==> src/rtl/bus_pkg.sv <==
// rtl/bus_pkg.sv - shared bus arbiter types and widths
// Purpose: FSM state encoding and serial bus widths shared by the arbiter
//          and the slave in-port.
// Ports:   none (package).
package bus_pkg;

  typedef enum logic [1:0] {
    IDLE     = 2'd0,
    GRANT1   = 2'd1,
    GRANT2   = 2'd2,
    HANDOVER = 2'd3
  } arb_state_t;

  localparam int SLAVE_ID_W = 2;
  localparam int ADDR_W     = 12;
  localparam int DATA_W     = 8;

endpackage

==> src/rtl/arb_rr_pick.sv <==
// rtl/arb_rr_pick.sv - combinational two-way round-robin winner select
// Purpose: picks which master wins the bus this cycle.
// Ports:
//   req1, req2   in  - requests from M1 / M2
//   last         in  - master granted last (0 = M1, 1 = M2)
//   winner_valid out - at least one request present
//   winner_id    out - winning master (0 = M1, 1 = M2)
module arb_rr_pick (
  input  logic req1,
  input  logic req2,
  input  logic last,
  output logic winner_valid,
  output logic winner_id
);

  assign winner_valid = req1 | req2;
  // On a tie the master that did not own the bus last goes first.
  assign winner_id    = (req1 & req2) ? ~last : req2;

endmodule

==> src/rtl/bus_arbiter.sv <==
// rtl/bus_arbiter.sv - two-master / multi-slave serial bus arbiter and router
// Purpose: round-robin grant of the serial lines to M1 or M2, latches the
//          winner's target slave and routes valid/ready between them.
//          Optional grant watchdog enabled by macro BUS_ARB_TIMEOUT_EN.
// Ports:
//   clk, reset              - clock, synchronous active-high reset
//   m1_req, m2_req          - bus requests, held for the whole transaction
//   m1_slave_sel, m2_slave_sel - target slave ids
//   m1_valid, m2_valid      - master_valid from each master
//   m1_grant, m2_grant      - registered grants
//   m1_ready, m2_ready      - routed slave_ready to the granted master
//   s_valid                 - routed master_valid, one bit per slave
//   s_ready                 - slave_ready from each slave
//   bus_sel                 - serial mux select (0 = M1, 1 = M2)
//   bus_busy                - a grant is active
//   sel_err                 - pulse: request refused for invalid slave id
//   timeout                 - pulse: watchdog revoked a grant
module bus_arbiter
  import bus_pkg::*;
#(
  parameter int NUM_SLAVES     = 3,
  parameter int TIMEOUT_CYCLES = 64
) (
  input  logic                  clk,
  input  logic                  reset,
  input  logic                  m1_req,
  input  logic                  m2_req,
  input  logic [SLAVE_ID_W-1:0] m1_slave_sel,
  input  logic [SLAVE_ID_W-1:0] m2_slave_sel,
  input  logic                  m1_valid,
  input  logic                  m2_valid,
  output logic                  m1_grant,
  output logic                  m2_grant,
  output logic                  m1_ready,
  output logic                  m2_ready,
  output logic [NUM_SLAVES-1:0] s_valid,
  input  logic [NUM_SLAVES-1:0] s_ready,
  output logic                  bus_sel,
  output logic                  bus_busy,
  output logic                  sel_err,
  output logic                  timeout
);

  if (TIMEOUT_CYCLES < 2 || TIMEOUT_CYCLES > 255) begin : g_bad_timeout
    $error("bus_arbiter: TIMEOUT_CYCLES out of range 2..255");
  end

  arb_state_t            state;
  logic [SLAVE_ID_W-1:0] tgt;
  logic                  last;     // 0 = M1 granted last, 1 = M2
  logic                  req1_eff;
  logic                  req2_eff;
  logic                  win_valid;
  logic                  win_id;
  logic [SLAVE_ID_W-1:0] win_sel;
  logic                  win_sel_ok;

`ifdef BUS_ARB_TIMEOUT_EN
  logic [7:0] cnt;
  logic       lockout1;
  logic       lockout2;
  // A revoked master may not compete again until it has released req.
  assign req1_eff = m1_req & ~lockout1;
  assign req2_eff = m2_req & ~lockout2;
`else
  assign req1_eff = m1_req;
  assign req2_eff = m2_req;
  assign timeout  = 1'b0;
`endif

  arb_rr_pick u_pick (
    .req1         (req1_eff),
    .req2         (req2_eff),
    .last         (last),
    .winner_valid (win_valid),
    .winner_id    (win_id)
  );

  assign win_sel    = win_id ? m2_slave_sel : m1_slave_sel;
  assign win_sel_ok = int'(win_sel) < NUM_SLAVES;

  always_ff @(posedge clk) begin
    if (reset) begin
      state    <= IDLE;
      tgt      <= '0;
      last     <= 1'b1;
      m1_grant <= 1'b0;
      m2_grant <= 1'b0;
      bus_sel  <= 1'b0;
      bus_busy <= 1'b0;
      sel_err  <= 1'b0;
`ifdef BUS_ARB_TIMEOUT_EN
      timeout  <= 1'b0;
      cnt      <= '0;
      lockout1 <= 1'b0;
      lockout2 <= 1'b0;
`endif
    end else begin
      sel_err <= 1'b0;
`ifdef BUS_ARB_TIMEOUT_EN
      timeout <= 1'b0;
      if (!m1_req) lockout1 <= 1'b0;
      if (!m2_req) lockout2 <= 1'b0;
`endif
      case (state)
        IDLE: begin
          if (win_valid) begin
            // A refused request still counts as a turn, so the other
            // master wins the next tie.
            last <= win_id;
            if (win_sel_ok) begin
              state    <= win_id ? GRANT2 : GRANT1;
              tgt      <= win_sel;
              m1_grant <= ~win_id;
              m2_grant <= win_id;
              bus_sel  <= win_id;
              bus_busy <= 1'b1;
`ifdef BUS_ARB_TIMEOUT_EN
              cnt      <= '0;
`endif
            end else begin
              sel_err <= 1'b1;
            end
          end
        end
        GRANT1, GRANT2: begin
          if (!(state == GRANT1 ? m1_req : m2_req)) begin
            state    <= HANDOVER;
            m1_grant <= 1'b0;
            m2_grant <= 1'b0;
            bus_busy <= 1'b0;
          end
`ifdef BUS_ARB_TIMEOUT_EN
          else if (cnt == 8'(TIMEOUT_CYCLES - 1)) begin
            state    <= HANDOVER;
            m1_grant <= 1'b0;
            m2_grant <= 1'b0;
            bus_busy <= 1'b0;
            timeout  <= 1'b1;
            if (state == GRANT1) lockout1 <= 1'b1;
            else                 lockout2 <= 1'b1;
          end else begin
            cnt <= cnt + 8'd1;
          end
`endif
        end
        HANDOVER: state <= IDLE;
        default:  state <= IDLE;
      endcase
    end
  end

  // Routing is combinational through the latched target so valid and
  // ready reach their destination in the same cycle.
  always_comb begin
    s_valid  = '0;
    m1_ready = 1'b0;
    m2_ready = 1'b0;
    case (state)
      GRANT1: begin
        s_valid[tgt] = m1_valid;
        m1_ready     = s_ready[tgt];
      end
      GRANT2: begin
        s_valid[tgt] = m2_valid;
        m2_ready     = s_ready[tgt];
      end
      default: ;
    endcase
  end

endmodule

==> config.mk <==
export PLATFORM = sky130hd
export DESIGN_NAME = bus_arbiter
export DESIGN_NICKNAME = d
export VERILOG_FILES = /design/src/rtl/bus_pkg.sv /design/src/rtl/arb_rr_pick.sv /design/src/rtl/bus_arbiter.sv
export SDC_FILE = /design/constraint.sdc
export NUM_CORES = 1
export LEC_CHECK = 0
export BUFFER_PORTS_ARGS = -buffer_cell sky130_fd_sc_hd__buf_2
export CAP_MARGIN = 30
export CORE_AREA = 4 4 41 43
export DETAILED_ROUTE_END_ITERATION = 6
export DIE_AREA = 0 0 45 47
export MAX_ROUTING_LAYER = met4
export PLACE_DENSITY = 0.75
export SYNTH_ARGS = -nofsm -noshare
export SYNTH_HDL_FRONTEND = slang
export SYNTH_HIERARCHICAL = 1
export SYNTH_SLANG_ARGS = --single-unit
==> constraint.sdc <==
create_clock -name clk -period 3 [get_ports clk]
set_input_delay 0 -clock clk [delete_from_list [all_inputs] [get_ports clk]]
set_output_delay 0 -clock clk [all_outputs]
set_load 0.02 [all_outputs]
==> impl_metrics.csv <==
group,metric,value,unit
clock_tree,postCtsSetupBuffers,0,
global_route,grtUsageTotal,0.150,
power,intPower,0.000379,W
logic_synthesis,synth_fa_ha_area_frac,0.0774,
timing,period_share,0.642,
drt,routedWlPerCell,12.4,um
global_route,grt-ovfl-total,0,
die,core,1300,um^2
global_route,antenna_found_initial,0,
power,power.switching,0.000279,W
clock_tree,post_cts_resized,0,
logic_synthesis,synth-xor-area-share,0,
finish,nFillCells,123,
finish,area_delta_synth_final,22.1,%
timing,finalSetupViolations,0,
drt,ant_nets,0,
setup_path,crit_type,"flop to flop",
global_route,grt_pass1_wl,2190,um
logic_synthesis,yosysTopAreaCell,"dfxtp_1",
worst_hold_path,hold_path_class,"input port to flop",
die,rows,13,
die,die_h,47,um
drt,drcViolationCount,0,
clock_tree,cts_sinks,10,
power,p_comb_frac,0.514,
logic_synthesis,synth_top_area_frac,0.309,
logic_synthesis,synth_area,647,um^2
clock_tree,clkTransAtPathRegs,70,ps
setup_path,end_kind,"flop",
placed_design,portBuffers,22,
logic_synthesis,yosysMostFrequentCell,"dfxtp_1",
power,swShare,0.424,
power,ir_worst_vdd,0.548,mV
logic_synthesis,ys_types,33,
setup_path,critPathMaxFanout,11,
drt,drt_first_pass_iters,4,
timing,rsz0062_at_grt,"no",
logic_synthesis,synth_ff_type,"dfxtp_1",
drt,via_per_inst,5.54,
clock_tree,root_buffer,"clkbuf_4",
die,die_w,45,um
clock_tree,clock_latency,270,ps
logic_synthesis,seq_area_frac_synth,0.309,
logic_synthesis,synth_compound_area_frac,0.203,
finish,multiInputGateArea,402,um^2
clock_tree,postCtsHoldBufs,0,
timing,slew_headroom,0.513,
drt,drt_iter0_markers,9,
logic_synthesis,synthMuxAreaShare,0.0638,
clock_tree,cts_buffer_depth,2,
logic_synthesis,synth_edf_count,0,
logic_synthesis,synth_top_family_by_area,"simple AND/OR/NAND/NOR gates",
job,drv_cap,0,
timing,tns,0,ps
global_route,grt_max_degree,13,
power,seq_power_share,0.298,
logic_synthesis,synth_common_cells,"dfxtp_1, a211oi_1, inv_1",
placed_design,place_congestion,0.859,
power,power.density,833,nW/um^2
timing,worst_pin_slew,729,ps
power,p_leak,0.355,nW
die,dieArea,2120,um^2
status,status,"completed",
die,io_pins,24,
timing,drv_slew,0,
clock_tree,h-tree-depth,1,
logic_synthesis,synth_nets,92,
finish,seqCellArea,200,um^2
finish,post_route_cells_drive_above_1_share,0.327,
timing,final.setup_skew,3.72,ps
global_route,grt_pass1_vias,557,
timing,post-route-min-period,1930,ps
logic_synthesis,synth_seq_cells,10,
drt,num_vias,626,
die,start_util,0.497,
logic_synthesis,synthSimpleGateAreaFrac,0.271,
setup_path,crit_path_start_kind,"flop",
drt,routed_wl,1400,um
placed_design,dp_hpwl,1050,um
finish,post-route-util,0.607,
clock_tree,numCtsBuffers,3,
logic_synthesis,ys_warn_count,6,
logic_synthesis,synthCells,75,
power,power_frac_clock,0.188,
finish,n_antenna_cell,0,
setup_path,worst_ep_arrival_time,2080,ps
power,finalPower,0.000658,W
logic_synthesis,async_flop_share,0,
clock_tree,cts_tree,"built",
finish,fin_nets,116,
timing,hold_violations,0,
logic_synthesis,synthTopCellsByArea,"dfxtp_1, a211oi_1, ha_1",
timing,timing.fmax,0.519,GHz
setup_path,cp_data_required_time,3150,ps
logic_synthesis,syn_area_per_cell,8.62,um^2
## power by group through the flow
stage	logic [W]	clock network, W	registers, W
floorplan	0.000235	0	0.000216
global placement	0.000332	0	0.000198
detailed placement	0.000333	0	0.000199
CTS	0.000340	0.000125	0.000196
global route	0.000373	0.000131	0.000202
finish	0.000338	0.000124	0.000196
## path summary, 6_finish.rpt
check | from | slack [ps] | endpoint | cells after the start
setup / recovery | last | 1070 | m2_grant | 5
hold / removal | m1_slave_sel[0] | 30 | m1_grant | 3
setup reg to reg | last | 1070 | m2_grant | 5
hold reg to reg | m1_grant | 460 | m1_grant | 2
## layer usage
metal | part of all wire | track usage
met1 | 0.42 | 0.163
met2 | 0.47 | 0.243
met3 | 0.095 | 0.0345
met4 | 0.016 | 0.0994
met5 | 0 | -
## sequential cells by signal, summed over array words and instances (netlist names)
signal	flops
bus_busy	1
bus_sel	1
last	1
m1_grant	1
m2_grant	1
sel_err	1
state	2
tgt	2
## final cells by class
cell class,instances,share of cell area
Clock buffer,4,0.0460
Inverter,6,0.0285
Multi-Input combinational cell,56,0.509
Sequential cell,10,0.254
Tap cell,15,0.0238
Timing Repair Buffer,22,0.139
## per-stage QoR
stage	instances	area (um^2)	hold slack (ps)	worst slack [ps]
floorplan	75	647	174	1530
global placement	109	753	313	1220
detailed placement	109	753	315	1110
CTS	113	790	28.7	1090
global route	113	790	52.3	924
finish	113	790	29.7	1070
## critical path, cell delays in order, from the launching register on
cell      delay, ps
dfxtp_1         310
a21boi_1        590
nand3b_1        270
a31oi_2         150
a211oi_1        350
o32ai_1         120
## placed cells by master (no fill, tap or decap), types with 2 or more instances in the layout
cell | netlist | layout
or2_1 | 2 | 2
nor3b_1 | 2 | 2
nand2_1 | 4 | 4
clkbuf_4 | 0 | 3
nor2b_1 | 4 | 4
and2_1 | 2 | 2
nand3b_1 | 3 | 3
o32ai_1 | 2 | 2
a211oi_1 | 7 | 7
nor2_1 | 3 | 3
mux2i_1 | 3 | 3
dfxtp_1 | 10 | 10
ha_1 | 4 | 4
inv_1 | 6 | 6
buf_2 | 0 | 22
nor3_1 | 4 | 4
## logic make-up (layout without fill, tap and decap cells)
kind of cell / after synthesis / after routing
mux: 4 / 4
compound gates: 17 / 17
simple gates: 30 / 30
other cells: 1 / 1
buf+inv: 9 / 32
flops: 10 / 10
fa+ha+maj: 4 / 4
No activity file was read; power rests on OpenSTA's default activity.
